<file path="src/rtl/ntt_sampler_feeder_if.sv">
// Sampler-to-NTT stream bundle: sampler push side plus the pwm_b read request/response side.
// master = sampler/ntt_top environment, slave = ntt_sampler_feeder.
interface ntt_sampler_feeder_if #(
  parameter int DATA_WIDTH     = 96,
  parameter int MEM_ADDR_WIDTH = 14
);
  logic                      smp_valid_i;
  logic [DATA_WIDTH-1:0]     smp_data_i;
  logic                      smp_ready_o;
  logic                      pwm_b_rd_en_i;
  logic [MEM_ADDR_WIDTH-1:0] pwm_b_rd_addr_i;
  logic                      sampler_valid_o;
  logic [DATA_WIDTH-1:0]     sampler_data_o;

  modport master (
    output smp_valid_i, smp_data_i, pwm_b_rd_en_i, pwm_b_rd_addr_i,
    input  smp_ready_o, sampler_valid_o, sampler_data_o
  );

  modport slave (
    input  smp_valid_i, smp_data_i, pwm_b_rd_en_i, pwm_b_rd_addr_i,
    output smp_ready_o, sampler_valid_o, sampler_data_o
  );
endinterface

</file>
<file path="src/rtl/ntt_sampler_feeder.sv">
// Small FIFO that feeds sampler words to the NTT pwm_b read port, one polynomial per start.
// Optional read-address sequence check enabled by defining NTT_SMP_ADDR_CHECK_EN.
module ntt_sampler_feeder #(
  parameter int DATA_WIDTH     = 96,
  parameter int DEPTH          = 4,
  parameter int MEM_ADDR_WIDTH = 14,
  parameter int MLDSA_N        = 256
) (
  input  logic                      clk,
  input  logic                      reset,
  input  logic                      zeroize,
  input  logic                      start_i,
  input  logic [MEM_ADDR_WIDTH-1:0] base_addr_i,
  ntt_sampler_feeder_if.slave       bus,
  output logic                      done_o,
  output logic                      underflow_o,
  output logic                      addr_err_o
);
  localparam int WORDS = MLDSA_N / 4;
  localparam int PTR_W = (DEPTH > 1) ? $clog2(DEPTH) : 1;
  localparam int CNT_W = $clog2(DEPTH + 1);
  localparam int POP_W = $clog2(WORDS + 1);
  localparam logic [CNT_W-1:0] FULL = CNT_W'(DEPTH);
  localparam logic [POP_W-1:0] LAST = POP_W'(WORDS - 1);

  typedef enum logic [1:0] {IDLE, STREAM, DONE} state_t;

  state_t                state;
  logic [DATA_WIDTH-1:0] mem [DEPTH];
  logic [PTR_W-1:0]      wr_ptr;
  logic [PTR_W-1:0]      rd_ptr;
  logic [CNT_W-1:0]      count;
  logic [POP_W-1:0]      pop_cnt;
  logic [DATA_WIDTH-1:0] rd_data_p1;
  logic                  clr;
  logic                  streaming;
  logic                  ready;
  logic                  push;
  logic                  pop;
  logic                  empty_rd;

  assign clr       = reset | zeroize;
  assign streaming = (state == STREAM);
  assign ready     = streaming && (count != FULL);
  assign push      = bus.smp_valid_i & ready;
  assign pop       = bus.pwm_b_rd_en_i & streaming & (count != '0);
  assign empty_rd  = bus.pwm_b_rd_en_i & streaming & (count == '0);

  assign bus.smp_ready_o     = ready;
  assign bus.sampler_valid_o = streaming && (count != '0);
  assign bus.sampler_data_o  = rd_data_p1;

  always_ff @(posedge clk) begin
    if (zeroize) begin
      for (int i = 0; i < DEPTH; i++) mem[i] <= '0;
    end else if (push) begin
      mem[wr_ptr] <= bus.smp_data_i;
    end
  end

  // Read stage: head word lands in rd_data_p1 one cycle after the accepted rd_en
  always_ff @(posedge clk) begin
    if (clr) begin
      state       <= IDLE;
      wr_ptr      <= '0;
      rd_ptr      <= '0;
      count       <= '0;
      pop_cnt     <= '0;
      rd_data_p1  <= '0;
      done_o      <= 1'b0;
      underflow_o <= 1'b0;
    end else begin
      done_o <= 1'b0;
      if (push) wr_ptr <= wr_ptr + PTR_W'(1);
      if (pop) begin
        rd_ptr     <= rd_ptr + PTR_W'(1);
        rd_data_p1 <= mem[rd_ptr];
        pop_cnt    <= pop_cnt + POP_W'(1);
      end
      if (empty_rd) begin
        rd_data_p1  <= '0;
        underflow_o <= 1'b1;
      end
      case ({push, pop})
        2'b10:   count <= count + CNT_W'(1);
        2'b01:   count <= count - CNT_W'(1);
        default: count <= count;
      endcase
      case (state)
        IDLE: begin
          if (start_i) begin
            state       <= STREAM;
            pop_cnt     <= '0;
            underflow_o <= 1'b0;
          end
        end
        STREAM: begin
          if (pop && (pop_cnt == LAST)) begin
            state  <= DONE;
            done_o <= 1'b1;
          end
        end
        DONE: begin
          // Leftover words belong to no polynomial; drop them
          state  <= IDLE;
          wr_ptr <= '0;
          rd_ptr <= '0;
          count  <= '0;
        end
        default: state <= IDLE;
      endcase
    end
  end

`ifdef NTT_SMP_ADDR_CHECK_EN
  logic [MEM_ADDR_WIDTH-1:0] exp_addr;

  always_ff @(posedge clk) begin
    if (clr) begin
      exp_addr   <= '0;
      addr_err_o <= 1'b0;
    end else if ((state == IDLE) && start_i) begin
      exp_addr   <= base_addr_i;
      addr_err_o <= 1'b0;
    end else if (pop) begin
      exp_addr <= exp_addr + MEM_ADDR_WIDTH'(1);
      if (bus.pwm_b_rd_addr_i != exp_addr) addr_err_o <= 1'b1;
    end
  end
`else
  logic unused_addr;
  assign unused_addr = ^{bus.pwm_b_rd_addr_i, base_addr_i};
  assign addr_err_o  = 1'b0;
`endif
endmodule

</file>
<file path="src/flat_wrapper.sv">
// flat-port wrapper written by rule: the top's interface ports become plain ports
module ntt_sampler_feeder_flat 
#(
  parameter int DATA_WIDTH     = 96,
  parameter int DEPTH          = 4,
  parameter int MEM_ADDR_WIDTH = 14,
  parameter int MLDSA_N        = 256
)
  (clk, reset, zeroize, start_i, base_addr_i, done_o, underflow_o, addr_err_o, bus_smp_valid_i, bus_smp_data_i, bus_pwm_b_rd_en_i, bus_pwm_b_rd_addr_i, bus_smp_ready_o, bus_sampler_valid_o, bus_sampler_data_o);
  ntt_sampler_feeder_if #(.DATA_WIDTH(DATA_WIDTH), .MEM_ADDR_WIDTH(MEM_ADDR_WIDTH)) bus_i ();
  input  logic clk;
  input  logic reset;
  input  logic zeroize;
  input  logic start_i;
  input  logic [MEM_ADDR_WIDTH-1:0] base_addr_i;
  output logic done_o;
  output logic underflow_o;
  output logic addr_err_o;
  input wire logic [$bits(bus_i.smp_valid_i)-1:0] bus_smp_valid_i;
  input wire logic [$bits(bus_i.smp_data_i)-1:0] bus_smp_data_i;
  input wire logic [$bits(bus_i.pwm_b_rd_en_i)-1:0] bus_pwm_b_rd_en_i;
  input wire logic [$bits(bus_i.pwm_b_rd_addr_i)-1:0] bus_pwm_b_rd_addr_i;
  output wire logic [$bits(bus_i.smp_ready_o)-1:0] bus_smp_ready_o;
  output wire logic [$bits(bus_i.sampler_valid_o)-1:0] bus_sampler_valid_o;
  output wire logic [$bits(bus_i.sampler_data_o)-1:0] bus_sampler_data_o;
  assign bus_i.smp_valid_i = bus_smp_valid_i;
  assign bus_i.smp_data_i = bus_smp_data_i;
  assign bus_i.pwm_b_rd_en_i = bus_pwm_b_rd_en_i;
  assign bus_i.pwm_b_rd_addr_i = bus_pwm_b_rd_addr_i;
  assign bus_smp_ready_o = bus_i.smp_ready_o;
  assign bus_sampler_valid_o = bus_i.sampler_valid_o;
  assign bus_sampler_data_o = bus_i.sampler_data_o;
  ntt_sampler_feeder #(.DATA_WIDTH(DATA_WIDTH), .DEPTH(DEPTH), .MEM_ADDR_WIDTH(MEM_ADDR_WIDTH), .MLDSA_N(MLDSA_N)) u_core (.clk(clk), .reset(reset), .zeroize(zeroize), .start_i(start_i), .base_addr_i(base_addr_i), .bus(bus_i), .done_o(done_o), .underflow_o(underflow_o), .addr_err_o(addr_err_o));
endmodule
</file>
<file path="config.mk">
export PLATFORM = sky130hd
export DESIGN_NAME = ntt_sampler_feeder_flat
export DESIGN_NICKNAME = d
export VERILOG_FILES = /design/src/rtl/ntt_sampler_feeder_if.sv /design/src/rtl/ntt_sampler_feeder.sv /design/src/flat_wrapper.sv
export SDC_FILE = /design/constraint.sdc
export NUM_CORES = 1
export LEC_CHECK = 0
export ABC_AREA = 1
export CORE_MARGIN = 4
export CORE_UTILIZATION = 29
export DETAILED_ROUTE_END_ITERATION = 10
export GPL_TIMING_DRIVEN = 1
export SYNTH_ARGS = -nofsm -noshare
export SYNTH_HDL_FRONTEND = slang
export SYNTH_SLANG_ARGS = --single-unit
export TNS_END_PERCENT = 50
</file>
<file path="constraint.sdc">
create_clock -name clk -period 10.5 [get_ports clk]
set_input_delay 2.1 -clock clk [delete_from_list [all_inputs] [get_ports clk]]
set_output_delay 2.1 -clock clk [all_outputs]
set_load 0.02 [all_outputs]
</file>
# Word level (Yosys, flattened, before mapping)
# Memory sizes are Yosys's and may differ from the RTL's. A register that Yosys moved wholly into a read port is not among the register bits.
# Cells that the tools add are included.
[op_classes] addsub=5 n_reduce_logical=12 n_mux=19 bitwise=6 n_eq_ne=8
[op_table] op="2-to-1 mux 96 bit" n=1
[op_table] op="OR reduction 96 bit" n=1
[op_table] op="2-to-1 mux 7 bit" n=3
[op_table] op="2-to-1 mux 1 bit" n=10
[op_table] op="adder 7 x 1 -> 7 bit (second input constant)" n=1
[op_table] op="== test 7 x 6 -> 1 bit (second input constant)" n=1
[op_table] op="2-to-1 mux 2 bit" n=3
[op_table] op="case mux 3 bit (2 select lines)" n=1
[op_table] op="OR reduction 2 bit" n=3
[op_table] op="adder 2 x 1 -> 2 bit (second input constant)" n=2
[op_table] op="AND 1 bit" n=4
[op_table] op="== test 2 x 1 -> 1 bit (second input constant)" n=2
[op_table] op="== test 2 bit (second input constant)" n=2
[op_table] op="inequality test 2 bit (second input constant)" n=2
[op_table] op="case mux 2 bit (2 select lines)" n=1
[op_table] op="adder 3 x 1 -> 3 bit (second input constant)" n=1
[op_table] op="logical AND 1 bit" n=3
[op_table] op="logical NOT 3 bit" n=1
[op_table] op="inequality test 3 bit (second input constant)" n=1
[op_table] op="nonzero test 3 bit" n=1
[op_table] op="subtractor 3 x 1 -> 3 bit (second input constant)" n=1
[op_table] op="logical NOT 2 bit" n=1
[op_table] op="AND reduction 2 bit" n=1
[op_table] op="nonzero test 2 bit" n=1
[op_table] op="other kinds (2)" n=2
[word_totals] elab_cells=58 reg_bits=18 memories=1 mem_bits_rw=384
[mem_list] memory="u_core.mem" words=4 word_bits=96 read_ports=1 rd_ports_with_merged_regs=1 wr=4 line="ntt_sampler_feeder.sv:29" text="logic [DATA_WIDTH-1:0] mem [DEPTH];"

# Depth between registers and ports, before layout
# Gate-level depths: netlist of run 1.
[logic_depth] depth_word=8 mapped_depth=13 ltp_nobuf=11

# Least setup slack after synthesis of run 1
# Ideal clock, no wire load.
[synth_timing] path_type="input to register" start="in bus_smp_valid_i" end="mem u_core.mem[1][0], enable pin" setup_time_ns=0.683 arrival_ns=8.940 path_slack_ns=0.877 path_buffers=0 cell_stages=2 path_cell_list="nand3_4 -> o21ai_0"
[synth_rtl] item="start, declared" line="flat_wrapper.sv:19" text="input wire logic [$bits(bus_i.smp_valid_i)-1:0] bus_smp_valid_i;"
[synth_rtl] item="end, declared" line="ntt_sampler_feeder.sv:29"

==> results_dict.tcl, run 1 <==
set metrics [dict create \
    gr-total-overflow 0 \
    seqCellArea_mm2 0.0138 \
    die_w_um 274 \
    synthCells 2094 \
    synth-seq-area-share_pct 67.2 \
    cts_root_buf "sky130_fd_sc_hd__clkbuf_16" \
    synth_edf_count 384 \
    layout_worst_path_cycle_share_pct 50.2 \
    setup.worst_path.end_class "register" \
    final_count_of_negative_setup_slack_endpoints 0 \
    synth_area_per_cell_um2 9.82 \
    cap_viol_max_count 0 \
    count_of_buffer_and_inverter_cells_on_the_critical_path 2 \
    layout.nets 2366 \
    origin_of_the_worst_min_delay_path "u_core.pop_cnt[6]$_SDFF_PP0_" \
    hold_ws_ns 0.461 \
    floorplan.initialDensity_pct 29.3 \
    antenna_found_initial 1 \
    numPlacedInstances 3117 \
    timing.fmax_mhz 190 \
    ant_nets 0 \
    cts_repair_resize_count 0 \
    mapped_nets 2227 \
    worst_clock_skew_ns 0.0190 \
    final_count_of_hold_timing_violations 0 \
    grt_first_pass_wirelength_mm 84.1 \
    critical-path-slowest-cell "sky130_fd_sc_hd__nand2_4" \
    post_cts_buffers 0 \
    cts_tree "built" \
    status "complete, no violations" \
    worst_r2r_path_depth 7 \
    row_count 97 \
    worstHoldPathCells 2 \
    grt_start_max_net_pins 103 \
    area_delta_synth_final_pct 22.3 \
    hpwlAfterDp_mm 29.4 \
    cts.path.max_buffers 3 \
    synth_seq_cells 498 \
    clk_transition_reported_paths_ns 0.06 \
    tightestPinTransition_ns 1.12 \
    finalWorstPathRequiredPeriod_ns 5.27 \
    design.die.area_mm2 0.0752 \
    path_delay_family "simple AND/OR/NAND/NOR gates" \
    total_power_mw 4.25 \
    floorplan.io_pins 231 \
    cellLeakagePower_nw 9.41 \
    depth_of_the_critical_timing_path_with_buffers_and_inverters_included 6 \
    postCtsHoldBufs 0 \
    power.combinational.fraction_pct 3.6 \
    drt_drc_violations_left 0 \
    slew_headroom_pct 25.5 \
    flip_flop_cell_with_the_highest_count_after_synthesis "sky130_fd_sc_hd__edfxtp_1" \
    detailedRoute.firstIterationViolations 996 \
    peak_per_stage_delay_on_the_critical_path_ns 0.95 \
    number_of_global_route_vias_before_repair 15200 \
    critical_path_required_ns 10.71 \
    reg2reg_from "u_core.state[0]$_SDFFE_PP0P_" \
    cpMostUsedCell "sky130_fd_sc_hd__nand3_4" \
    internal-power_mw 3.36 \
    clk_latency_ns 0.58 \
    placeableCoreArea_mm2 0.0701 \
    hp-class "register to register" \
    syn-cell-area_mm2 0.0206 \
    regToRegEndpoint "u_core.mem[0][52]$_SDFFCE_PN0P_" \
    place.gp.congestion 0.735 \
    grt_setup_unrepaired "false" \
    worst-path-max-fanout 51 \
    rrSetupSlack_ns 6.65 \
    timing.setup.critical_path_class "primary input to register" \
    setup_total_negative_slack_ns 0 \
    synth_warnings 0 \
    clkPwrFrac_pct 44.8 \
    pwr-share-seq_pct 51.6 \
    irDropWorstVdd_v 0.000129 \
    sw_frac_of_total_pct 20.9 \
    grt_util_all_layers_pct 14.3 \
    cts_bufs_inserted 54 \
    n_antenna_cell 0 \
    totalWireLength_mm 54.6 \
    psw_uw 887 \
    hold_end "u_core.pop_cnt[6]$_SDFF_PP0_" \
    crit_chain "clkdlybuf4s50_1, nand3_4, nor2_4, nand3_4, nand2_4, buf_4" \
    cts.htree.levels 2 \
    first_pass_iters 5 \
    layoutNonFillerInstCount 3218 \
    timing.final.max_slew_violations 0 \
    synth.lib_cells_used.distinct 32 \
    input_output_buffers 201 \
    cp.arrival_ns 5.48 \
    sink_count 498 \
    detail_route.wl_per_cell_um 17.0 \
    layout-drive-gt1-share_pct 5.36 \
    async_reset_ff_share_pct 0 \
    crit_path_start_kind "primary input" \
    die_h_um 274 \
    multiInputGateArea_mm2 0.00574 \
    routed-via-count 14800 \
    route.detailed.vias_per_inst 4.61 \
    power_per_cell_area_mw_per_mm2 169 \
    num-fill-cells 7057 \
]
-- cell usage after synthesis (3+ instances only) --
master / instances / share of area (%)
sky130_fd_sc_hd__nand3_1: 6 / 0.15
sky130_fd_sc_hd__buf_6: 3 / 0.16
sky130_fd_sc_hd__nand2_1: 124 / 2.3
sky130_fd_sc_hd__nor2_1: 782 / 14
sky130_fd_sc_hd__inv_1: 114 / 2.1
sky130_fd_sc_hd__inv_2: 3 / 0.055
sky130_fd_sc_hd__clkbuf_1: 80 / 1.5
sky130_fd_sc_hd__o21ai_1: 51 / 1.2
sky130_fd_sc_hd__buf_1: 4 / 0.073
sky130_fd_sc_hd__buf_2: 34 / 0.83
sky130_fd_sc_hd__dfxtp_1: 114 / 11
sky130_fd_sc_hd__edfxtp_1: 384 / 56
sky130_fd_sc_hd__o21ai_0: 340 / 8.3
sky130_fd_sc_hd__a21oi_1: 13 / 0.32
sky130_fd_sc_hd__nor3_1: 5 / 0.12
sky130_fd_sc_hd__buf_4: 15 / 0.55
-- placed cells by master, fill, tap and decap left out, types with 5 or more instances in the layout --
cell                              count
sky130_fd_sc_hd__clkbuf_1            12
sky130_fd_sc_hd__clkinv_1             6
sky130_fd_sc_hd__edfxtp_1           384
sky130_fd_sc_hd__nand3_1              6
sky130_fd_sc_hd__a21oi_1             13
sky130_fd_sc_hd__clkinv_2             7
sky130_fd_sc_hd__dfxtp_1            112
sky130_fd_sc_hd__o21ai_1             51
sky130_fd_sc_hd__o21ai_0            338
sky130_fd_sc_hd__clkbuf_8             9
sky130_fd_sc_hd__nand2_1            120
sky130_fd_sc_hd__clkbuf_16           57
sky130_fd_sc_hd__clkdlybuf4s50_1    201
sky130_fd_sc_hd__buf_4               18
sky130_fd_sc_hd__inv_1              114
sky130_fd_sc_hd__nor3_1               5
sky130_fd_sc_hd__nor2_1             782
-- cell families after synthesis --
logic type,Yosys count,synth area share [%]
AND/OR/NAND/NOR,930,17.3
flip-flops,498,67.2
AO/OA/AOI/OAI,408,9.98
buffers and inverters,253,5.21
adder cells (fa/ha/maj),3,0.219
XOR/XNOR,1,0.0426
other,1,0.0182
-- per-stage QoR --
step / setup WS, ns / util [%] / area [µm²]
2_1_floorplan: 0.877 / - / 20600
3_3_place_gp: 4.56 / 33.3 / 23300
3_5_place_dp: 4.60 / 33.3 / 23300
4_1_cts: 5.21 / 35.8 / 25100
5_1_grt: 5.05 / 35.8 / 25100
6_report: 5.23 / 35.8 / 25100
-- worst min-delay path, cell delays in order, from the launching register on --
cell and delay [ns]:
sky130_fd_sc_hd__dfxtp_1 0.31, sky130_fd_sc_hd__nand2_1 0.06, sky130_fd_sc_hd__a21oi_1 0.05
-- worst max path at each step --
stage,to,from
after floorplan,u_core.mem[1][0]$_SDFFCE_PN0P_,bus_smp_valid_i
after global placement,u_core.mem[0][56]$_SDFFCE_PN0P_,bus_smp_valid_i
after detailed placement,u_core.mem[0][54]$_SDFFCE_PN0P_,bus_smp_valid_i
after CTS,u_core.mem[0][58]$_SDFFCE_PN0P_,bus_smp_valid_i
after global routing,u_core.mem[0][58]$_SDFFCE_PN0P_,bus_smp_valid_i
final,u_core.mem[0][52]$_SDFFCE_PN0P_,bus_smp_valid_i
-- flip-flops by register name (all words and copies together) (netlist names) --
signal,flops
u_core.rd_ptr,2
u_core.mem,384
u_core.bus.sampler_data_o,96
u_core.underflow_o,1
u_core.state,2
u_core.done_o,1
u_core.wr_ptr,2
u_core.pop_cnt,7
u_core.count,3
-- cell type report --
cell class | count | area share (%)
Clock buffer | 78 | 6.35
Clock inverter | 23 | 0.821
Inverter | 117 | 1.78
Multi-Input combinational cell | 1343 | 22.9
Sequential cell | 498 | 55.0
Tap cell | 940 | 4.68
Timing Repair Buffer | 219 | 8.54
-- per-layer routing --
layer	routed length, µm	global-route usage [%]
met5	13	0
met3	2870	2.78
met2	27200	25.3
met4	1360	4.25
met1	23200	17.6
-- power by group through the flow --
stage | clock network (mW) | logic (mW) | registers (mW)
2_1_floorplan | 0 | 0.0710 | 2.24
3_3_place_gp | 0 | 0.156 | 2.23
3_5_place_dp | 0 | 0.156 | 2.23
4_1_cts | 1.95 | 0.157 | 2.19
5_1_grt | 2.02 | 0.170 | 2.19
6_report | 1.90 | 0.154 | 2.19
(Power assumes the default switching activity.)
==> run 2: changes to the inputs <==
Clock period 10.5 ns to 5.3 ns, I/O delays scaled along.
==> run 2 against run 1 <==
  * Clock skew is 0.0011 ns higher
  * Clock power increased by 99%
  * Combinational power is 100% higher
  * Worst hold slack improved by 0.0052 ns
  * Design area is 0.49% higher
  * Largest cell class unchanged
  * Critical path depth shrank 1
  * Utilization rose by 0.18 points
  * Sequential cell count unchanged
  * Clock-buffer cell count down 4
  * Via count rose by 0.71%
==> results_dict.tcl, run 2 (synthesized netlist as in run 1, its figures left out) <==
set metrics [dict create \
    regMostFlops "u_core.mem" \
    final_count_of_hold_timing_violations 0 \
    timing.fmax_mhz 313 \
    numPlacedInstances 3122 \
    timing.setup.critical_path_class "register to output port" \
    layout_worst_path_cycle_share_pct 60.3 \
    grt_first_pass_wirelength_mm 85.0 \
    ant_nets 0 \
    finalWorstPathRequiredPeriod_ns 3.19 \
    layoutNonFillerInstCount 3223 \
    grt_util_all_layers_pct 14.4 \
    grt_start_max_net_pins 102 \
    irDropWorstVdd_v 0.000257 \
    layout_commonest_cell "sky130_fd_sc_hd__nor2_1" \
    worst_r2r_path_depth 8 \
    hold_end "u_core.pop_cnt[6]$_SDFF_PP0_" \
    detailedRoute.firstIterationViolations 1004 \
    rrSetupSlack_ns 2.56 \
    cts.htree.levels 2 \
    cap_viol_max_count 0 \
    cts_root_buf "sky130_fd_sc_hd__clkbuf_16" \
    die_h_um 274 \
    internal-power_mw 6.68 \
    highest_count_cells_in_the_layout_ignoring_fill_and_taps "782 x sky130_fd_sc_hd__nor2_1, 384 x sky130_fd_sc_hd__edfxtp_1, 338 x sky130_fd_sc_hd__o21ai_0, 201 x sky130_fd_sc_hd__clkdlybuf4s50_1, 120 x sky130_fd_sc_hd__nand2_1" \
    place.gp.congestion 0.710 \
    worstHoldPathCells 2 \
    design.die.area_mm2 0.0752 \
    reg2reg_from "u_core.count[0]$_SDFFE_PP0P_" \
    detail_route.wl_per_cell_um 17.1 \
    psw_mw 1.75 \
    hpwlAfterDp_mm 30.3 \
    number_of_global_route_vias_before_repair 15300 \
    pre_cts_slack_ns 1.55 \
    first_pass_iters 5 \
    n_antenna_cell 0 \
    drt_drc_violations_left 0 \
    hold_ws_ns 0.467 \
    layout-drive-gt1-share_pct 5.61 \
    route.detailed.vias_per_inst 4.64 \
    pwr-share-seq_pct 51.4 \
    clkPwrFrac_pct 44.9 \
    origin_of_the_worst_min_delay_path "u_core.pop_cnt[6]$_SDFF_PP0_" \
    cts.path.max_buffers 3 \
    crit_path_start_kind "register" \
    cts_bufs_inserted 54 \
    timing.final.ws_setup_ns 2.11 \
    row_count 97 \
    timing.final.max_slew_violations 0 \
    slew_headroom_pct 26.1 \
    post_cts_buffers 0 \
    postCtsHoldBufs 0 \
    power_per_cell_area_mw_per_mm2 334 \
    layout.nets 2371 \
    floorplan.io_pins 231 \
    sw_frac_of_total_pct 20.8 \
    placeableCoreArea_mm2 0.0701 \
    totalWireLength_mm 55.1 \
    status "complete, no violations" \
    cts_repair_resize_count 0 \
    clk_latency_ns 0.58 \
    final_count_of_negative_setup_slack_endpoints 0 \
    regToRegEndpoint "u_core.mem[0][55]$_SDFFCE_PN0P_" \
    tightestPinTransition_ns 1.11 \
    routed-via-count 14900 \
    area_delta_synth_final_pct 22.9 \
    cp.arrival_ns 2.13 \
    largest_register_ffs 384 \
    die_w_um 274 \
    post-route-util_pct 36.0 \
    grt_setup_unrepaired "false" \
    worst-path-max-fanout 5 \
    sink_count 498 \
    critical_path_required_ns 4.24 \
    power.combinational.fraction_pct 3.7 \
    clk_transition_reported_paths_ns 0.06 \
    input_output_buffers 201 \
    gr-total-overflow 0 \
    antenna_found_initial 1 \
    floorplan.initialDensity_pct 29.3 \
    hp-class "register to register" \
    total_power_mw 8.43 \
    worst_clock_skew_ns 0.0201 \
    cts_tree "built" \
    cellLeakagePower_nw 9.46 \
    setup.worst_path.end_class "output port" \
]
## run 2: cell types whose count changed in the layout (fill, tap and decap cells not counted), moves of 2 or more
cell / delta
sky130_fd_sc_hd__clkinv_2: +6
sky130_fd_sc_hd__buf_4: -2
sky130_fd_sc_hd__bufinv_16: +2
sky130_fd_sc_hd__clkbuf_8: -5
sky130_fd_sc_hd__inv_6: -2
sky130_fd_sc_hd__clkinv_1: -2
sky130_fd_sc_hd__buf_12: +7
## run 2: how the worst max path moves through the flow
stage | from | end | slack (ns) | depth (start not counted)
finish | u_core.count[0]$_SDFFE_PP0P_ | bus_sampler_valid_o | 2.11 | 5
global route | u_core.count[0]$_SDFFE_PP0P_ | bus_sampler_valid_o | 1.90 | 5
CTS | u_core.count[0]$_SDFFE_PP0P_ | bus_sampler_valid_o | 2.00 | 5
detailed placement | bus_smp_valid_i | u_core.mem[0][55]$_SDFFCE_PN0P_ | 1.55 | 7
global placement | bus_smp_valid_i | u_core.mem[0][54]$_SDFFCE_PN0P_ | 1.65 | 7
floorplan | bus_smp_valid_i | u_core.mem[1][0]$_SDFFCE_PN0P_ | -0.69 | 2
## run 2: final cells by class
type,instances,area (µm²)
Inverter,117,447
Tap cell,940,1180
Clock inverter,27,270
Clock buffer,74,1530
Fill cell,7029,44900
Multi-Input combinational cell,1343,5740
Timing Repair Buffer,224,2270
Sequential cell,498,13800
## run 2: per-stage QoR
stage	setup TNS [ns]	instance area, µm²
floorplan	-132.20	20600
global placement	0	23500
detailed placement	0	23500
CTS	0	25300
global route	0	25300
finish	0	25300
## run 2: layer usage
layer	up-vias	GRT usage (%)	wire length (µm)	share of wire (%)
li1	7218	-	-	-
met1	7295	18.1	23800	43
met2	335	25.0	27000	49
met3	93	2.56	2800	5.1
met4	0	4.78	1520	2.8
met5	-	0	0	0
## run 2: worst max-delay path, cell delays in order, from the launching register on
cell and delay (ns):
sky130_fd_sc_hd__dfxtp_1 0.32, sky130_fd_sc_hd__inv_1 0.16, sky130_fd_sc_hd__nand2_1 0.09, sky130_fd_sc_hd__nor2_2 0.25, sky130_fd_sc_hd__nor2_1 0.09, sky130_fd_sc_hd__clkdlybuf4s50_1 0.64
## run 2: power by group through the flow
stage	combinational, mW	sequential, mW	clock, mW
finish	0.311	4.34	3.79
global route	0.345	4.35	4.06
CTS	0.317	4.34	3.89
detailed placement	0.316	4.42	0
global placement	0.315	4.41	0
floorplan	0.141	4.43	0
==> run 3: changes to the inputs <==
Clock period 5.3 ns to 2.7 ns, I/O delays scaled along.
==> run 3 against run 2 <==
  * Clock skew shrank 0.0048 ns
  * Power increased by 97%
  * Highest routed layer unchanged
  * Non-clock buffer count is 32 higher
==> results_dict.tcl, run 3 (synthesized netlist as in run 1, its figures left out) <==
set metrics [dict create \
    clk_transition_reported_paths_ns 0.06 \
    highest_count_cells_in_the_layout_ignoring_fill_and_taps "781 x sky130_fd_sc_hd__nor2_1, 384 x sky130_fd_sc_hd__edfxtp_1, 338 x sky130_fd_sc_hd__o21ai_0, 200 x sky130_fd_sc_hd__clkdlybuf4s50_1, 120 x sky130_fd_sc_hd__nand2_1" \
    grt_start_max_net_pins 109 \
    drt_drc_violations_left 0 \
    grt_setup_unrepaired "false" \
    cts_tree "built" \
    layout_commonest_cell "sky130_fd_sc_hd__nor2_1" \
    regToRegEndpoint "u_core.mem[0][24]$_SDFFCE_PN0P_" \
    sink_count 498 \
    irDropWorstVdd_v 0.000445 \
    detail_route.wl_per_cell_um 17.0 \
    cellLeakagePower_nw 9.72 \
    hp-class "register to register" \
    post-route-util_pct 36.7 \
    numPlacedInstances 3154 \
    regMostFlops "u_core.mem" \
    finalWorstPathRequiredPeriod_ns 2.56 \
    clk_latency_ns 0.59 \
    routed-via-count 15100 \
    multiInputGateArea_mm2 0.00576 \
    crit_path_start_kind "register" \
    largest_register_ffs 384 \
    dpl_cell_area_mm2 0.0239 \
    hold_end "u_core.pop_cnt[6]$_SDFF_PP0_" \
    totalWireLength_mm 55.5 \
    ant_nets 0 \
    cts_bufs_inserted 54 \
    gr-total-overflow 0 \
    hpwlAfterDp_mm 32.1 \
    worst_r2r_path_depth 9 \
    timing.fmax_mhz 391 \
    layout.nets 2403 \
    grt_first_pass_wirelength_mm 85.9 \
    antenna_found_initial 2 \
    timing.setup.critical_path_class "register to output port" \
    route.detailed.vias_per_inst 4.63 \
    number_of_global_route_vias_before_repair 15200 \
    input_output_buffers 201 \
    detailedRoute.firstIterationViolations 1145 \
    layout_worst_path_cycle_share_pct 94.7 \
    rrSetupSlack_ns 0.66 \
    slew_headroom_pct 51.1 \
    cts.path.max_buffers 3 \
    tightestPinTransition_ns 0.733 \
    seqCellArea_mm2 0.0138 \
    setup.worst_path.end_class "output port" \
    pre_cts_slack_ns 0.0610 \
    design_area_mm2 0.0258 \
    placeableCoreArea_mm2 0.0701 \
    worstHoldPathCells 2 \
    place.gp.congestion 0.747 \
    post_cts_buffers 0 \
    die_h_um 274 \
    num-fill-cells 7010 \
    area_delta_synth_final_pct 25.3 \
    status "complete, no violations" \
    power_per_cell_area_mw_per_mm2 646 \
    worst-path-max-fanout 5 \
    cts_root_buf "sky130_fd_sc_hd__clkbuf_16" \
    timing.final.max_slew_violations 0 \
    reg2reg_from "u_core.state[1]$_SDFFE_PP0P_" \
    cap_viol_max_count 0 \
    timing.final.ws_setup_ns 0.144 \
    final_count_of_negative_setup_slack_endpoints 0 \
    worst_clock_skew_ns 0.0153 \
    layoutNonFillerInstCount 3257 \
    critical_path_required_ns 2.16 \
    design.die.area_mm2 0.0752 \
    origin_of_the_worst_min_delay_path "u_core.pop_cnt[6]$_SDFF_PP0_" \
    cts.htree.levels 2 \
    grt_util_all_layers_pct 14.6 \
    die_w_um 274 \
    total_power_mw 16.6 \
    row_count 97 \
    final_count_of_hold_timing_violations 0 \
    floorplan.io_pins 231 \
    floorplan.initialDensity_pct 29.3 \
    layout-drive-gt1-share_pct 6.91 \
    first_pass_iters 5 \
    cp.arrival_ns 2.02 \
]
run 3: where the power goes:
part	leakage [nW]	switching, mW	internal [mW]
sequential	4.87	0.0580	8.46
combinational	3.97	0.403	0.266
clock	0.884	2.98	4.49
total	9.72	3.44	13.2
run 3: per-layer routing:
metal / track usage (%) / part of all wire [%] / up-vias
met5: 0 / 0 / -
met4: 4.12 / 2.1 / 0
met3: 2.49 / 5.2 / 88
met2: 25.0 / 49 / 361
met1: 18.9 / 44 / 7342
li1: - / - / 7285
run 3: how the worst max path moves through the flow:
stage                            startpoint                               to  cells past startpoint
3_3_place_gp              bus_pwm_b_rd_en_i     u_core.count[2]$_SDFFE_PP0P_                     10
3_5_place_dp                bus_smp_valid_i  u_core.mem[0][40]$_SDFFCE_PN0P_                      7
6_report       u_core.count[0]$_SDFFE_PP0P_              bus_sampler_valid_o                      5
2_1_floorplan               bus_smp_valid_i   u_core.mem[0][0]$_SDFFCE_PN0P_                      6
4_1_cts        u_core.count[0]$_SDFFE_PP0P_              bus_sampler_valid_o                      5
5_1_grt        u_core.count[0]$_SDFFE_PP0P_              bus_sampler_valid_o                      5
run 3: repair_timing:
item                                    4_1_cts  5_1_grt
endpoints found under the setup margin        0        2
resized for setup                             0        2
hold buffers                                  0        0
run 3: through the flow:
stage	hold slack [ns]	TNS [ns]
final	0.474	0
after global routing	0.507	0
after CTS	0.477	0
after detailed placement	0.468	0
after global placement	0.448	0
after floorplan	0.439	-11.30
run 3: layout make-up:
type	count	share of cell area, %
Timing Repair Buffer	256	10.6
Clock buffer	81	6.07
Inverter	117	1.73
Multi-Input combinational cell	1343	22.3
Antenna cell	2	0.0194
Clock inverter	20	0.971
Sequential cell	498	53.7
Tap cell	940	4.57
run 3: worst max-delay path: stages (launching register included):
cell	delay, ns
sky130_fd_sc_hd__dfxtp_1	0.31
sky130_fd_sc_hd__inv_1	0.16
sky130_fd_sc_hd__nand2_1	0.12
sky130_fd_sc_hd__nor2_4	0.20
sky130_fd_sc_hd__nor2_1	0.09
sky130_fd_sc_hd__clkdlybuf4s50_1	0.55
